[config.mk]
export PLATFORM = sky130hd
export DESIGN_NAME = seg_scan_driver
export DESIGN_NICKNAME = d
export VERILOG_FILES = /design/src/rtl/seg_pkg.sv /design/src/rtl/bcd_to_seg.sv /design/src/rtl/seg_scan_driver.sv
export SDC_FILE = /design/constraint.sdc
export NUM_CORES = 1
export LEC_CHECK = 0
export ABC_AREA = 1
export BUFFER_PORTS_ARGS = -buffer_cell sky130_fd_sc_hd__buf_2
export CELL_PAD_IN_SITES_DETAIL_PLACEMENT = 0
export CELL_PAD_IN_SITES_GLOBAL_PLACEMENT = 1
export CORE_ASPECT_RATIO = 0.7
export CORE_MARGIN = 5
export CORE_UTILIZATION = 43
export CTS_CLUSTER_DIAMETER = 100
export DETAILED_ROUTE_END_ITERATION = 8
export PLACE_DENSITY_LB_ADDON = 0.25
export SETUP_SLACK_MARGIN = 0.1
export SLEW_MARGIN = 25
export SYNTH_ARGS = -nofsm -noshare
export SYNTH_HDL_FRONTEND = slang
export SYNTH_HIERARCHICAL = 1
export SYNTH_SLANG_ARGS = --single-unit
[constraint.sdc]
create_clock -name clk -period 5.5 [get_ports clk]
set_input_delay 0 -clock clk [delete_from_list [all_inputs] [get_ports clk]]
set_output_delay 0 -clock clk [all_outputs]
set_load 0.01 [all_outputs]
[src/rtl/seg_pkg.sv]
// Shared constants and types for the seven-segment scan driver.
// All patterns are active-low: bit order is g..a, with dp above them.
package seg_pkg;

  typedef enum logic {
    ST_SHOW  = 1'b0,
    ST_GUARD = 1'b1
  } scan_state_e;

  localparam logic [7:0] SEG_BLANK = 8'hFF;
  localparam logic [6:0] SEG_DASH  = 7'b011_1111;

  localparam logic [6:0] SEG_DIGITS [10] = '{
    7'b100_0000, 7'b111_1001, 7'b010_0100, 7'b011_0000, 7'b001_1001,
    7'b001_0010, 7'b000_0010, 7'b111_1000, 7'b000_0000, 7'b001_0000
  };

  // Slot 0 is the leftmost digit, which is driven by an[3].
  localparam logic [3:0] AN_OFF       = 4'b1111;
  localparam logic [3:0] AN_SLOT [4]  = '{4'b0111, 4'b1011, 4'b1101, 4'b1110};
  localparam logic [1:0] DP_SLOT      = 2'd1;

endpackage

[src/rtl/bcd_to_seg.sv]
// Combinational BCD to active-low seven-segment decoder.
// Codes 10..15 are not digits and display a dash.
module bcd_to_seg
  import seg_pkg::*;
(
  input  logic [3:0] i_bcd,
  output logic [6:0] o_seg
);

  always_comb begin
    // NOTE: assign a default before any branch so no path leaves o_seg unassigned (no latch).
    o_seg = SEG_DASH;
    if (i_bcd <= 4'd9) o_seg = SEG_DIGITS[i_bcd];
  end

endmodule

[src/rtl/seg_scan_driver.sv]
// Four-digit multiplexed display scanner with anti-ghost guard, per-frame digit
// snapshot and adjust-mode blinking of the selected field.
module seg_scan_driver
  import seg_pkg::*;
#(
  parameter int GUARD_CYCLES = 2
) (
  input  logic       clk,
  input  logic       rst,
  input  logic       scan_tick,
  input  logic       blink_tick,
  input  logic       adj,
  input  logic       sel,
  input  logic [3:0] min_tens,
  input  logic [3:0] min_ones,
  input  logic [3:0] sec_tens,
  input  logic [3:0] sec_ones,
  output logic [3:0] an,
  output logic [7:0] seg
);

  localparam int             CNT_W      = (GUARD_CYCLES > 0) ? $clog2(GUARD_CYCLES + 1) : 1;
  localparam logic [CNT_W-1:0] GUARD_LOAD = CNT_W'(GUARD_CYCLES);

  scan_state_e      r_state, w_state_nxt;
  logic [1:0]       r_idx, w_idx_nxt;
  logic [CNT_W-1:0] r_guard_cnt, w_cnt_nxt;
  logic             r_blink_phase, w_blink_nxt;
  logic [3:0]       r_snap [4];
  logic [3:0]       r_an, w_an_nxt;
  logic [7:0]       r_seg, w_seg_nxt;

  logic [3:0]       w_in [4];
  logic             w_take_snap;
  logic [3:0]       w_digit;
  logic [6:0]       w_pat;
  logic             w_blank;

  always_comb begin
    w_in[0] = min_tens;
    w_in[1] = min_ones;
    w_in[2] = sec_tens;
    w_in[3] = sec_ones;
  end

  always_comb begin
    w_state_nxt = r_state;
    w_idx_nxt   = r_idx;
    w_cnt_nxt   = r_guard_cnt;
    w_take_snap = 1'b0;
    case (r_state)
      ST_SHOW: begin
        if (scan_tick) begin
          w_idx_nxt   = r_idx + 2'd1;
          w_take_snap = (r_idx == 2'd3);
          if (GUARD_CYCLES > 0) begin
            w_state_nxt = ST_GUARD;
            w_cnt_nxt   = GUARD_LOAD;
          end
        end
      end
      ST_GUARD: begin
        // Ticks arriving here are dropped; the counter alone ends the guard.
        if (r_guard_cnt <= CNT_W'(1)) begin
          w_state_nxt = ST_SHOW;
          w_cnt_nxt   = '0;
        end else begin
          w_cnt_nxt = r_guard_cnt - CNT_W'(1);
        end
      end
      default: w_state_nxt = ST_SHOW;
    endcase
  end

  assign w_blink_nxt = adj ? (r_blink_phase ^ blink_tick) : 1'b1;

  // Outputs are built from next-cycle state so the registered display matches it exactly.
  assign w_digit = w_take_snap ? w_in[w_idx_nxt] : r_snap[w_idx_nxt];

  bcd_to_seg u_dec (
    .i_bcd (w_digit),
    .o_seg (w_pat)
  );

  assign w_blank = adj && !w_blink_nxt && (sel ? w_idx_nxt[1] : !w_idx_nxt[1]);

  always_comb begin
    w_an_nxt  = AN_SLOT[w_idx_nxt];
    w_seg_nxt = {(w_idx_nxt != DP_SLOT), w_pat};
    if (w_state_nxt == ST_GUARD || w_blank) begin
      w_an_nxt  = AN_OFF;
      w_seg_nxt = SEG_BLANK;
    end
  end

  // NOTE: sequential state uses non-blocking assignments so every flop samples pre-edge values.
  always_ff @(posedge clk) begin
    if (rst) begin
      r_state       <= ST_SHOW;
      r_idx         <= 2'd3;
      r_guard_cnt   <= '0;
      r_blink_phase <= 1'b1;
      r_an          <= AN_OFF;
      r_seg         <= SEG_BLANK;
      // NOTE: the snapshot is cleared because it is visible right after reset, not as a habit for storage.
      for (int i = 0; i < 4; i++) r_snap[i] <= 4'd0;
    end else begin
      r_state       <= w_state_nxt;
      r_idx         <= w_idx_nxt;
      r_guard_cnt   <= w_cnt_nxt;
      r_blink_phase <= w_blink_nxt;
      r_an          <= w_an_nxt;
      r_seg         <= w_seg_nxt;
      if (w_take_snap) begin
        for (int i = 0; i < 4; i++) r_snap[i] <= w_in[i];
      end
    end
  end

  assign an  = r_an;
  assign seg = r_seg;

endmodule

---- Word-level counts from Yosys, hierarchy flattened ----
Memories as Yosys holds them, arrays and structs flattened.
Index checks and enable logic that the tools add are counted.
word-level totals
  bits in writable memories ............... 16
  latch bits .............................. 0
  input port bits ......................... 22
  bits in read-only memories .............. 112
  memories kept ........................... 2
  flip-flop bits (word level) ............. 18
cells by class
  multipliers ............................. 0
  add/subtract/negate cells ............... 2
  shift operators ......................... 0
  magnitude comparators ................... 4
  equality and inequality tests ........... 3
  mux-type cells .......................... 31
  divide/modulo/power cells ............... 0
  reduce and logical (&&, ||, !) cells .... 7
  bitwise gates (word level) .............. 9
memory list
  memory            depth  width  read ports  clocked after Yosys merged registers in  write ports  line                   text
  (name not given)  16     7      1           0                                        0            bcd_to_seg.sv:13       if (i_bcd <= 4'd9) o_seg = SEG_DIGITS[i_bcd];
  r_snap            4      4      1           0                                        4            seg_scan_driver.sv:29  logic [3:0] r_snap [4];
operator list
  kind                                                   number
  two-way mux 4 bit                                      9
  two-way mux 7 bit                                      3
  binary-select mux 4 bit (select 2 bit)                 2
  two-way mux 1 bit                                      11
  two-way mux 2 bit                                      4
  >= comparator 5 bit, second input constant             1
  inverter 4 -> 5 bit                                    1
  <= comparator 4 bit, second input constant             1
  OR 1 bit                                               4
  one-hot mux 2 bit (2 select lines)                     1
  >= comparator 3 bit, second input constant             1
  inverter 2 -> 3 bit                                    1
  OR reduction 3 bit                                     1
  adder 2 x 1 -> 2 bit, second input constant            1
  equality test 2 bit, second input constant             1
  <= comparator 2 x 1 -> 1 bit, second input constant    1
  logical AND 1 bit                                      2
  zero test 1 bit                                        2
  inequality test 2 x 1 -> 1 bit, second input constant  1
  inequality test 2 bit, second input constant           1
  inverter 1 bit                                         2
  one-hot mux 1 bit (2 select lines)                     1
  OR reduction 2 bit                                     1
  subtractor 2 x 1 -> 2 bit, second input constant       1
  other kinds (2)                                        2

---- Longest topological paths before layout ----
  word-level depth ........................ 13
  mapped depth ............................ 16

---- Hierarchy ----
Netlist, hierarchy kept.
modules (own cells, without submodules)
  module           area an instance (sq um)  instances  cells each
  seg_scan_driver  1,699.1                   1          215
  bcd_to_seg       188.9                     1          30

---- Worst setup path after synthesis ----
OpenSTA, ideal clock, no wires.
  kind .................................... register to register
  start ................................... register r_idx[0]
  end ..................................... register r_seg[0] (netlist: seg[0])
  required time ........................... 5,376 ps
  stages on the path, launching flop included .. 14
  arrival time ............................ 1,899 ps
  buffers on the path ..................... 1
  setup time .............................. 124 ps
  clock period less this slack ............ 2,023 ps
  path slack .............................. 3,477 ps
  cells stage by stage .................... dfxtp_1 -> ha_1 -> inv_1 -> o21ai_2 -> buf_4 -> nand2_1 -> nand2_1 -> nand2_1 -> nand2_1 -> inv_1 -> ha_1 -> o21ai_0 -> o21ai_0 -> nand3b_2
between the ends
  cells in the longest elaborated chain, start to end .. 12
ends and longest elaborated chain
  element                                               line                    text
  start, declared                                       seg_scan_driver.sv:26   logic [1:0] r_idx, w_idx_nxt;
  start signal, assigned                                seg_scan_driver.sv:109  r_idx <= w_idx_nxt;
  adder 2 x 1 -> 2 bit                                  seg_scan_driver.sv:54   w_idx_nxt = r_idx + 2'd1;
  two-way mux 2 bit                                     seg_scan_driver.sv:53   if (scan_tick) begin
  two-way mux 2 bit                                     seg_scan_driver.sv:51   case (r_state)
  inverter 2 -> 3 bit (implied by the code)             seg_scan_driver.sv:78   assign w_digit = w_take_snap ? w_in[w_idx_nxt] : r_snap[w_idx_nxt];
  binary-select mux 4 bit (select 2 bit)                seg_scan_driver.sv:78
  two-way mux 4 bit (implied by the code) (2 in a row)  seg_scan_driver.sv:78
  two-way mux 4 bit *                                   seg_scan_driver.sv:78
  via w_digit[1]                                        seg_scan_driver.sv:35   logic [3:0] w_digit;
  inverter 4 -> 5 bit (implied by the code)             bcd_to_seg.sv:13
  memory (16 x 7 bit)                                   n/a
  two-way mux 7 bit (implied by the code) (2 in a row)  bcd_to_seg.sv:13
  end signal, assigned                                  seg_scan_driver.sv:113  r_seg <= w_seg_nxt;
  end, declared                                         seg_scan_driver.sv:31   logic [7:0] r_seg, w_seg_nxt;
Mark *: on every way through the listed nets, which the timed path passes. The rest lies on a longest branch. The select of a mux whose other input is x is not followed.
A chain may end at the register's enable or synchronous reset.

---- Worst setup path after layout ----
Ends and elaborated chain as after synthesis.

==> flow_summary_export.csv <==
group,metric,value,unit
outcome,run_status,"finished clean",
sta,fin_skew,0.00883,ns
floorplanning,rows,20,
sta,slew-limit-headroom,38.0,%
sta,tightest_slew,0.926,ns
final_layout,fin_nets,305,
setup_path,cpMostUsedCell,"nand2_1",
grt,grt_start_max_net_pins,18,
placement,dp.cells,323,
setup_path,start_kind,"register",
detailed_routing,vias,1594,
grt,grt_pass1_vias,1478,
final_layout,area_growth,14.1,%
detailed_routing,ant_nets,0,
synth,synth_most_common_cell,"nand2_1",
clock_network,clkSinkCount,33,
synth,ys.flop_type,"dfxtp_1",
synth,synthArstFlopShare,0,%
floorplanning,start_util,43.9,%
final_layout,fin_cells,333,
synth,ys_types,21,
synth,syn_area,1890,µm²
synth,synthTopCellsByArea,"edfxtp_1, dfxtp_1, nand2_1",
floorplanning,die_w,89.2,µm
final_layout,nFillCells,441,
power_and_ir_drop,p_int,0.459,mW
sta,setup_viol,0,
power_and_ir_drop,switching_power,0.215,mW
final_layout,final_cell_area,2150,µm²
detailed_routing,initialDrtViolationCount,107,
synth,ys_seq_elements,33,
synth,syn_inst,245,
power_and_ir_drop,p_comb_share,28.9,%
detailed_routing,first_pass_iters,4,
detailed_routing,drc,0,
clock_network,htree_levels,2,
setup_path,crit_required,5.64,ns
power_and_ir_drop,switching_share,31.9,%
synth,yosys_warnings,6,
detailed_routing,wl_per_cell,12.1,µm
final_layout,multiInputGateArea,866,µm²
clock_network,post-cts-setup-buffers,0,
synth,synth_edf_count,16,
setup_path,worst_path_max_delay_cell,"o21ai_2",
sta,final-hold-violation-count,0,
placement,dp_hpwl,3030,µm
sta,fin_tns_setup,0,ns
setup_path,critPathCaptureType,"register",
detailed_routing,vias_per_cell,4.79,
synth,yosysSeqAreaShare,43.5,%
floorplanning,pin_count,34,
synth,avgSynthCellArea,7.71,µm²
final_layout,ff_latch_area,821,µm²
sta,fmax,390,MHz
synth,postSynthNetCount,273,
final_layout,n_antenna_cell,0,
run,max_cap_violations,0,
hold_path,holdCritPathClass,"primary input to register",
synth,synth_top_area_share,25.4,%
clock_network,clkTransAtPathRegs,0.06,ns
placement,gp_congestion,0.862,
sta,hold_slack,0.0188,ns
clock_network,cts_root_buf,"clkbuf_8",
clock_network,insertion_delay,0.29,ns
power_and_ir_drop,p_clk_share,27.9,%
placement,dpl-instance-area,2040,µm²
sta,slew_violations,0,
synth,synth_commonest_cells,"nand2_1, nand3_1, inv_1",
sta,fin_crit,2.56,ns
sta,min_period_over_period,46.6,%
sta,rsz0062_at_grt,"no",
clock_network,cts_buffers,5,
grt,grt_pass1_wl,6740,µm
power_and_ir_drop,cellPowerDensity,313,nW/µm²
setup_path,critical_path.cell_chain,"ha_1 > inv_1 > o21ai_2 > inv_2 > nand2_1 > nand2_1 > nand2_1 > nand2_1 > inv_1 > ha_1 > nand2_2 > nand3_4 > o21ai_0 > nand3b_2",
final_layout,drive_gt1_share,21.9,%
grt,antenna_found_initial,0,
clock_network,clock_path_buffers,2,
floorplanning,fp.dieH,65.4,µm
power_and_ir_drop,ir_drop,0.000159,V
floorplanning,core-area,4300,µm²
setup_path,timing_worst_setup_path_type,"register to register",
power_and_ir_drop,power_leakage,1.12,nW
setup_path,worstPathArrival,2.71,ns
setup_path,critical_path.max_stage_delay,0.41,ns
clock_network,tritoncts,"done",
grt,track_usage,15.2,%
power_and_ir_drop,seqPwrFrac,43.2,%
grt,grt.overflow.total,0,
synth,yosysTopAreaCell,"edfxtp_1",
detailed_routing,wirelength,4020,µm
placement,portBuffers,33,
setup_path,crit_path_max_fanout,12,
floorplanning,die_area,5840,µm²
-- power by group through the flow --
| stage | Sequential, mW | Clock (mW) | Combinational (mW) |
|---|---|---|---|
| after global routing | 0.294 | 0.202 | 0.220 |
| after detailed placement | 0.297 | 0 | 0.192 |
| after CTS | 0.291 | 0.193 | 0.196 |
| after global placement | 0.297 | 0 | 0.194 |
| after floorplan | 0.301 | 0 | 0.145 |
| final | 0.291 | 0.188 | 0.195 |
-- worst max-delay path: cells and delay by family, from the launching register on --
family	cells	cell delay, ns
adders and majority gates	2	0.47
and+or+nand+nor	7	0.71
DFF	1	0.34
AOI/OAI and AO/OA	2	0.50
buffers and inverters	3	0.39
-- metrics by stage --
stage,utilization (%),total power [mW],setup slack (ns)
2_1_floorplan,-,0.446,3.48
3_3_place_gp,47.5,0.491,2.94
3_5_place_dp,47.5,0.488,2.97
4_1_cts,50.1,0.680,2.95
5_1_grt,50.1,0.716,2.70
6_report,50.1,0.673,2.94
-- state kept, by name, indices dropped and copies added (netlist names) --
register and count:
an 3, r_blink_phase 1, r_guard_cnt 2, r_idx 2
r_snap 16, r_state 1, seg 8
-- routing by layer --
layer  wire length [µm]  track usage [%]  vias to the layer above
met5                  0                0                        -
met4                 48             5.58                        0
met3                174             4.14                        5
met2               1760             22.8                       31
met1               2030             20.8                      717
li1                   -                -                      841
-- worst paths after layout --
path / cells past startpoint / start / slack (ns) / end
worst max-delay path: 14 / r_idx[0]$_SDFF_PP1_ / 2.94 / seg[0]$_SDFF_PP1_
worst min-delay path: 4 / adj / 0.02 / r_blink_phase$_SDFF_PP1_
worst max register to register: 14 / r_idx[0]$_SDFF_PP1_ / 2.94 / seg[0]$_SDFF_PP1_
worst min register to register: 2 / r_guard_cnt[0]$_SDFFE_PP0P_ / 0.46 / r_guard_cnt[0]$_SDFFE_PP0P_
-- cell type report --
| class | count | share of cell area [%] |
|---|---|---|
| sequential | 33 | 38.1 |
| timing repair buffer | 35 | 8.59 |
| tap | 55 | 3.19 |
| clock buffer | 8 | 4.18 |
| multi-input combinational | 169 | 40.2 |
| inverter | 33 | 5.75 |
-- layout by cell type (no fill, tap or decap), types with 2 or more instances in the layout --
master          n
edfxtp_1       16
clkbuf_8        6
nand3b_2        6
ha_1            6
nand2_2         5
inv_1          29
dlygate4sd3_1   2
nand2_1        71
nor2_1         24
o21ai_0         6
buf_2          33
nand3_1        37
nand2_4         3
clkbuf_1        2
nand3_2         2
nand3b_1        2
dfxtp_1        17
a21oi_1         4
inv_2           4
-- kinds of logic (layout without fill, tap and decap cells) --
group | Yosys count | in the layout | share of synthesized area [%]
AND/OR/NAND/NOR | 151 | 151 | 38.5
flip-flops | 33 | 33 | 43.5
AO/OA/AOI/OAI | 12 | 12 | 3.38
adder cells (fa/ha/maj) | 6 | 6 | 3.98
buffers and inverters | 43 | 76 | 10.7
-- what timing repair did --
item / 4_1_cts / 5_1_grt
gates resized for setup: 0 / 0
hold endpoints to repair: 3 / 0
hold buffers: 2 / 0
Note: power is estimated with default switching activity, not from simulation.
